[src/rtl/regfile_write_arbiter.sv]
// regfile_write_arbiter
// Shares the single register-file write port between the link, load and ALU
// writeback sources. Fixed priority (link > load > ALU), backed by per-source
// starvation counters. The winning write is registered onto the port.
// Optional feature macro: REGARB_ZERO_DISCARD_EN. When it is defined, granted
// writes to index 0 complete the handshake but never reach the port.
module regfile_write_arbiter #(
    parameter int DATA_W       = 32,
    parameter int ADDR_W       = 5,
    parameter int STARVE_LIMIT = 4
) (
    input  logic                Clk,
    input  logic                Reset_n,
    input  logic [2:0]          Req,
    input  logic [3*ADDR_W-1:0] Addr,
    input  logic [3*DATA_W-1:0] Data,
    output logic [2:0]          Gnt,
    output logic                RegWrite,
    output logic [ADDR_W-1:0]   WriteReg,
    output logic [DATA_W-1:0]   WriteData,
    output logic                Stall
);

    localparam logic [3:0] Limit = 4'(STARVE_LIMIT);

    logic [2:0][3:0]    waitCnt;
    logic [2:0]         starved;
    logic [ADDR_W-1:0]  gntAddr;
    logic [DATA_W-1:0]  gntData;
    logic               gntWrite;

    // Flag requesters that have waited the full limit and are still asking.
    always_comb begin
        for (int i = 0; i < 3; i++) begin
            starved[i] = Req[i] && (waitCnt[i] == Limit);
        end
    end

    // Pick one winner: the lowest starved index first, otherwise the lowest requester.
    // Gnt and Stall are held low while reset is asserted.
    always_comb begin
        // NOTE: every output gets a default first so no path leaves it unassigned (no latch).
        Gnt = 3'b000;
        if (Reset_n) begin
            if      (starved[0]) Gnt = 3'b001;
            else if (starved[1]) Gnt = 3'b010;
            else if (starved[2]) Gnt = 3'b100;
            else if (Req[0])     Gnt = 3'b001;
            else if (Req[1])     Gnt = 3'b010;
            else if (Req[2])     Gnt = 3'b100;
        end
        Stall = Reset_n && ((Req & ~Gnt) != 3'b000);
    end

    // Route the granted requester's payload towards the port register.
    always_comb begin
        gntAddr = '0;
        gntData = '0;
        for (int i = 0; i < 3; i++) begin
            if (Gnt[i]) begin
                gntAddr = Addr[i*ADDR_W +: ADDR_W];
                gntData = Data[i*DATA_W +: DATA_W];
            end
        end
`ifdef REGARB_ZERO_DISCARD_EN
        // Register 0 is hard-wired, so a write to it is accepted and then dropped.
        gntWrite = (Gnt != 3'b000) && (gntAddr != '0);
`else
        gntWrite = (Gnt != 3'b000);
`endif
    end

    // Count consecutive denied cycles per requester, saturating at the limit.
    always_ff @(posedge Clk or negedge Reset_n) begin
        if (!Reset_n) begin
            waitCnt <= '0;
        end else begin
            for (int i = 0; i < 3; i++) begin
                // NOTE: state is updated with non-blocking assignments so every flop samples pre-edge values.
                if (Req[i] && !Gnt[i]) begin
                    waitCnt[i] <= (waitCnt[i] == Limit) ? Limit : waitCnt[i] + 4'd1;
                end else begin
                    waitCnt[i] <= 4'd0;
                end
            end
        end
    end

    // Register the port. Index and data hold their values when nothing is written.
    always_ff @(posedge Clk or negedge Reset_n) begin
        if (!Reset_n) begin
            RegWrite  <= 1'b0;
            WriteReg  <= '0;
            WriteData <= '0;
        end else begin
            RegWrite <= gntWrite;
            if (gntWrite) begin
                WriteReg  <= gntAddr;
                WriteData <= gntData;
            end
        end
    end

endmodule

[config.mk]
export PLATFORM = sky130hd
export DESIGN_NAME = regfile_write_arbiter
export DESIGN_NICKNAME = d
export VERILOG_FILES = /design/src/rtl/regfile_write_arbiter.sv
export SDC_FILE = /design/constraint.sdc
export NUM_CORES = 1
export LEC_CHECK = 0
export ABC_AREA = 1
export ABC_CLOCK_PERIOD_IN_PS = 3770
export CORE_ASPECT_RATIO = 1.75
export CORE_UTILIZATION = 37
export CTS_CLUSTER_SIZE = 30
export DETAILED_ROUTE_END_ITERATION = 10
export PLACE_DENSITY_LB_ADDON = 0.08
export SLEW_MARGIN = 0
export SYNTH_ARGS = -nofsm -noshare
export SYNTH_HDL_FRONTEND = slang
export SYNTH_SLANG_ARGS = --single-unit
export TNS_END_PERCENT = 50
[constraint.sdc]
create_clock -name Clk -period 3.77 [get_ports Clk]
set_input_delay 1.131 -clock Clk [delete_from_list [all_inputs] [get_ports Clk]]
set_output_delay 1.131 -clock Clk [all_outputs]
set_load 0.02 [all_outputs]
## Word-level counts from Yosys, hierarchy flattened

Cells that the tools add are included.

- Register bits after elaboration: 50
- Bits in latches: 0
- Bits in writable memories: 0
- ROM bits: 0
- Input port bits: 116
- Output and inout bits: 42
- Logic and storage cells: 45
- Memories kept: 0

- $add $sub $neg: 3
- Multiply operators: 0
- Div/mod/pow operators: 0
- Magnitude comparators: 0
- Equal/unequal tests: 3
- Shift-type cells: 0
- Multiplexer cells: 19
- Bitwise logic cells: 2
- Reduce and logical (&&, ||, !) cells: 12

Operator list:

| kind | count |
|---|---|
| 32-bit two-way mux | 3 |
| 4-bit two-way mux | 6 |
| 3-bit two-way mux | 7 |
| 5-bit two-way mux | 3 |
| 4-bit by 1-bit adder with 4-bit output, second input constant | 3 |
| 4-bit by 3-bit == test with 1-bit output, second input constant | 3 |
| 1-bit logical AND | 7 |
| 3-bit nonzero test | 2 |
| 3-bit AND | 1 |
| 1-bit zero test | 3 |
| 3-bit NOT | 1 |

## Logic depth before layout (Yosys ltp)

- Word-level depth: 11
- Depth in mapped cells: 13

## Worst setup path before layout

No wires, ideal clock.

- Path type: input -> output
- Start point: input Req[1]
- End point: output Stall
- Arrival time: 2037 ps
- Path slack: 602 ps
- Stages on the path: 7
- Path buffers: 1
- Cell sequence: nand4_2 nand3_1 nand2_2 buf_2 a21oi_1 nor2_1 nor2_1

- Word-level cells in the longest chain between the ends: 10

Ends and longest elaborated chain:

| item | line | source |
|---|---|---|
| from (decl) | 14 | `input logic [2:0] Req,` |
| 3-bit two-way mux | 49 | `else if (Req[1]) Gnt = 3'b010;` |
| 3-bit two-way mux | 48 | `else if (Req[0]) Gnt = 3'b001;` |
| 3-bit two-way mux | 47 | `else if (starved[2]) Gnt = 3'b100;` |
| 3-bit two-way mux | 46 | `else if (starved[1]) Gnt = 3'b010;` |
| 3-bit two-way mux | 45 | `if (starved[0]) Gnt = 3'b001;` |
| 3-bit two-way mux | 44 | `if (Reset_n) begin` |
| 3-bit NOT | 52 | `Stall = Reset_n && ((Req & ~Gnt) != 3'b000);` |
| 3-bit AND * | 52 |  |
| 3-bit nonzero test * | 52 |  |
| 1-bit logical AND * | 52 |  |
| to (decl) | 21 | `output logic Stall` |

Every way passes the cells marked *; elsewhere a longest branch is shown, timed or not.

## Final worst setup path

- Start point: input Req[2]
- End point: output Gnt[2]

- Word-level cells in the longest chain between the ends: 7

Ends and longest elaborated chain:

| item | line | source |
|---|---|---|
| 3-bit two-way mux | 50 | `else if (Req[2]) Gnt = 3'b100;` |
| 3-bit two-way mux | 49 |  |
| 3-bit two-way mux | 48 |  |
| 3-bit two-way mux * | 47 |  |
| 3-bit two-way mux * | 46 |  |
| 3-bit two-way mux * | 45 |  |
| 3-bit two-way mux * | 44 |  |
| to (decl) | 17 | `output logic [2:0] Gnt,` |

Marked as above.

==> flow_summary_export.csv <==
group,metric,value,unit
cells_and_area,multi_input_area,0.001450,mm^2
global_route,global_route_wire_length_before_repair,15400,um
cells_and_area,share_of_cells_above_drive_strength_1,13.41,%
cells_and_area,n_antenna_cell,0,
global_route,grt_util_all_layers,22.70,%
synthesis,syn-mean-instance-area,7.553,um^2
clock_tree,clk_pin_slew,0.08,ns
synthesis,synth_cell_types,23,
sta,final-max-slew-violation-count,0,
routing,detailedRoute.firstIterationViolations,200,
synthesis,mappedNetlistNets,533,
sta,maxSlewHeadroom,60.02,%
worst_setup_path,worst-endpoint-arrival,2.56,ns
synthesis,syn-instance-count,411,
worst_setup_path,cp_cell_sequence,"clkdlybuf4s50_1, nand4_1, nand2_1, nand3_2, buf_4, inv_2, dlygate4sd2_1",
worst_setup_path,crit_path_start_kind,"primary input",
global_route,grt_antenna_before_repair,0,
routing,via_count,3300,
sta,post-route-period-util,97.87,%
cells_and_area,final_core_utilization,61.28,%
synthesis,post-synth-top-area-cell,"sky130_fd_sc_hd__dfrtp_1",
clock_tree,cts-htree-levels,2,
worst_setup_path,crit_required,2.64,ns
pwr,pwr_density_cell,390.4,mW/mm^2
sta,timing.final.setup_violations,0,
floorplanning,fp.coreArea,0.008016,mm^2
sta,totalNegativeSetupSlack,0,ns
floorplanning,dieArea,0.008775,mm^2
sta,max_freq,0.2710,GHz
run_status,failed_checks,"design-rule violations",
run_status,status,"complete, but fails checks",
sta,holdWs,0.5065,ns
worst_setup_path,setup.worst_path.class,"in2out",
global_route,grt.overflow.total,0,
hold_path,worstHoldPathType,"reg2reg",
floorplanning,placement_rows,43,
routing,avgRoutedWirePerCell,14.53,um
sta,skew,0.009291,ns
sta,hold_viol_final,0,
synthesis,synth_sequential_area_ratio,40.31,%
pwr,vdd_ir_drop_max,0.0002839,V
routing,vias_per_cell,4.970,
routing,drt_drc_violations_left,8,
worst_setup_path,critical-path-max-stage-delay,0.48,ns
floorplanning,die_w,71.24,um
synthesis,yosysTopAreaCellShare,40.31,%
synthesis,yosys-top-cells-area,"sky130_fd_sc_hd__dfrtp_1 (40%), sky130_fd_sc_hd__nand3_1 (17%), sky130_fd_sc_hd__nand2_1 (12%)",
synthesis,ys_warn_count,0,
pwr,leakage,2.322,nW
cells_and_area,n_fill_cell,771,
global_route,first_global_vias,3229,
worst_setup_path,cp-end-kind,"output port",
placement,place.detailed.hpwl,7330,um
cells_and_area,nNetsFinal,695,
sta,rsz0062_at_grt,"false",
clock_tree,cts.path.max_buffers,2,
routing,drt-pass1-iter-count,9,
floorplanning,initial_core_utilization,38.72,%
clock_tree,clock-root-buffer,"sky130_fd_sc_hd__clkbuf_16",
routing,antenna_violating_nets_post_route,0,
synthesis,synth-seq-cells,50,
sta,worst_slew_pin_slew,0.5997,ns
floorplanning,die_height,123.2,um
clock_tree,cts-buffers-inserted,5,
clock_tree,cts_tree,"done",
global_route,pin_count_of_the_biggest_net_entering_global_routing,54,
cells_and_area,area.growth.synth_to_final,58.24,%
sta,finalCriticalPeriod,3.690,ns
placement,gp_congestion,0.8193,
clock_tree,clk_sink_count,50,
run,max_cap_viol_count,0,
worst_setup_path,critical_path.slowest_cell,"sky130_fd_sc_hd__clkdlybuf4s50_1",
placement,io_buffers,157,
cells_and_area,register_area,0.001251,mm^2
synthesis,post_synthesis_cell_area,0.003104,mm^2
floorplanning,pin_count,158,
routing,totalWireLength,9646,um
clock_tree,clk_latency,0.30,ns
worst_setup_path,critical_path_peak_fanout,3,
==> critical path: cells and delay by family <==
family | cells | cell delay [ns]
buffers and inverters | 4 | 0.99
AND/OR/NAND/NOR | 3 | 0.42
==> final timing paths <==
| kind | endpoint | startpoint | depth (start not counted) | slack [ns] |
|---|---|---|---|---|
| setup / recovery | Gnt[2] | Req[2] | 7 | 0.08 |
| hold / removal | waitCnt[4] | waitCnt[4] | 1 | 0.51 |
| setup reg to reg | WriteData[12] | waitCnt[8] | 10 | 1.52 |
| hold reg to reg | waitCnt[4] | waitCnt[4] | 1 | 0.51 |
| max in group asynchronous | WriteData[26] | Reset_n | 3 | 1.90 |
| min in group asynchronous | WriteData[25] | Reset_n | 1 | 0.65 |
==> repair_timing <==
item,CTS,global route
hold buffers,0,0
setup buffers,0,1
endpoints found under the setup margin,4,2
gates resized for setup,9,5
pin swaps,0,3
cloned,0,0
endpoints found under the hold margin,0,0
==> logic make-up (layout without fill, tap and decap cells) <==
logic type / after synthesis / after routing / share of synthesized area [%]
AO/OA/AOI/OAI: 4 / 4 / 0.7657
flip-flops: 50 / 50 / 40.31
XOR/XNOR: 5 / 5 / 1.411
buffers and inverters: 82 / 245 / 13.83
AND/OR/NAND/NOR: 264 / 264 / 41.27
adder cells (fa/ha/maj): 6 / 6 / 2.418
==> sequential cells by signal, summed over array words and instances, names as in the netlist <==
| signal | cells |
|---|---|
| RegWrite | 1 |
| WriteReg | 5 |
| WriteData | 32 |
| waitCnt | 12 |
==> stage by stage <==
step                      area (um^2)  worst slack, ns  instances  power, mW
after floorplan                  3104           0.6019        411      1.068
after detailed placement         4740          -0.3599        655      1.465
after CTS                        4890          0.03847        663      1.937
after global routing             4912          0.02963        664      2.024
after global placement           4740          -0.2482        655      1.451
final                            4912          0.08029        664      1.918
==> synth_stat cells <==
cell / count
sky130_fd_sc_hd__buf_2: 7
sky130_fd_sc_hd__clkbuf_1: 3
sky130_fd_sc_hd__nor3_1: 6
sky130_fd_sc_hd__xor2_1: 4
sky130_fd_sc_hd__nand2_2: 24
sky130_fd_sc_hd__nor2_1: 11
sky130_fd_sc_hd__nand4_1: 2
sky130_fd_sc_hd__dfrtp_1: 50
sky130_fd_sc_hd__clkinv_1: 19
sky130_fd_sc_hd__inv_2: 4
sky130_fd_sc_hd__nand3_2: 12
sky130_fd_sc_hd__xnor2_1: 1
sky130_fd_sc_hd__ha_1: 6
sky130_fd_sc_hd__nand3_1: 107
sky130_fd_sc_hd__a21oi_1: 2
sky130_fd_sc_hd__nand4_2: 1
sky130_fd_sc_hd__o21ai_2: 1
sky130_fd_sc_hd__o21ai_0: 1
sky130_fd_sc_hd__inv_1: 35
sky130_fd_sc_hd__buf_12: 3
sky130_fd_sc_hd__buf_4: 5
sky130_fd_sc_hd__buf_6: 6
sky130_fd_sc_hd__nand2_1: 101
==> layout make-up <==
class                      instances  area share [%]
clock buffer                       5           2.547
clock inverter                     3          0.5349
inverter                          58           4.432
multi-input combinational        279           29.52
sequential                        50           25.47
tap                               90           2.292
timing repair buffer             179           35.20
==> cells in the final DEF (no fill, tap or decap), types with 2 or more instances in the layout <==
master / instances
sky130_fd_sc_hd__nand3_2: 14
sky130_fd_sc_hd__inv_2: 4
sky130_fd_sc_hd__nand2_2: 24
sky130_fd_sc_hd__nor2_1: 11
sky130_fd_sc_hd__inv_1: 35
sky130_fd_sc_hd__dfrtp_1: 50
sky130_fd_sc_hd__a21oi_1: 2
sky130_fd_sc_hd__nor3_1: 6
sky130_fd_sc_hd__xor2_1: 4
sky130_fd_sc_hd__clkdlybuf4s50_1: 150
sky130_fd_sc_hd__nand4_1: 2
sky130_fd_sc_hd__inv_6: 2
sky130_fd_sc_hd__ha_1: 6
sky130_fd_sc_hd__buf_4: 23
sky130_fd_sc_hd__clkinv_1: 19
sky130_fd_sc_hd__clkbuf_16: 5
sky130_fd_sc_hd__nand2_1: 101
sky130_fd_sc_hd__nand3_1: 105
sky130_fd_sc_hd__dlygate4sd2_1: 3
==> where the power goes <==
| group | internal, mW | switching, mW |
|---|---|---|
| combinational | 0.375 | 0.369 |
| sequential | 0.638 | 0.0641 |
| clock | 0.252 | 0.219 |
| total | 1.27 | 0.652 |
==> routing by layer <==
metal,vias up,global-route usage [%],share of wire (%)
met2,105,44.23,56
met3,23,3.341,4.7
met5,-,0,0
li1,1623,-,-
met4,0,10.25,3.7
met1,1549,23.35,35
(Power assumes the default switching activity.)
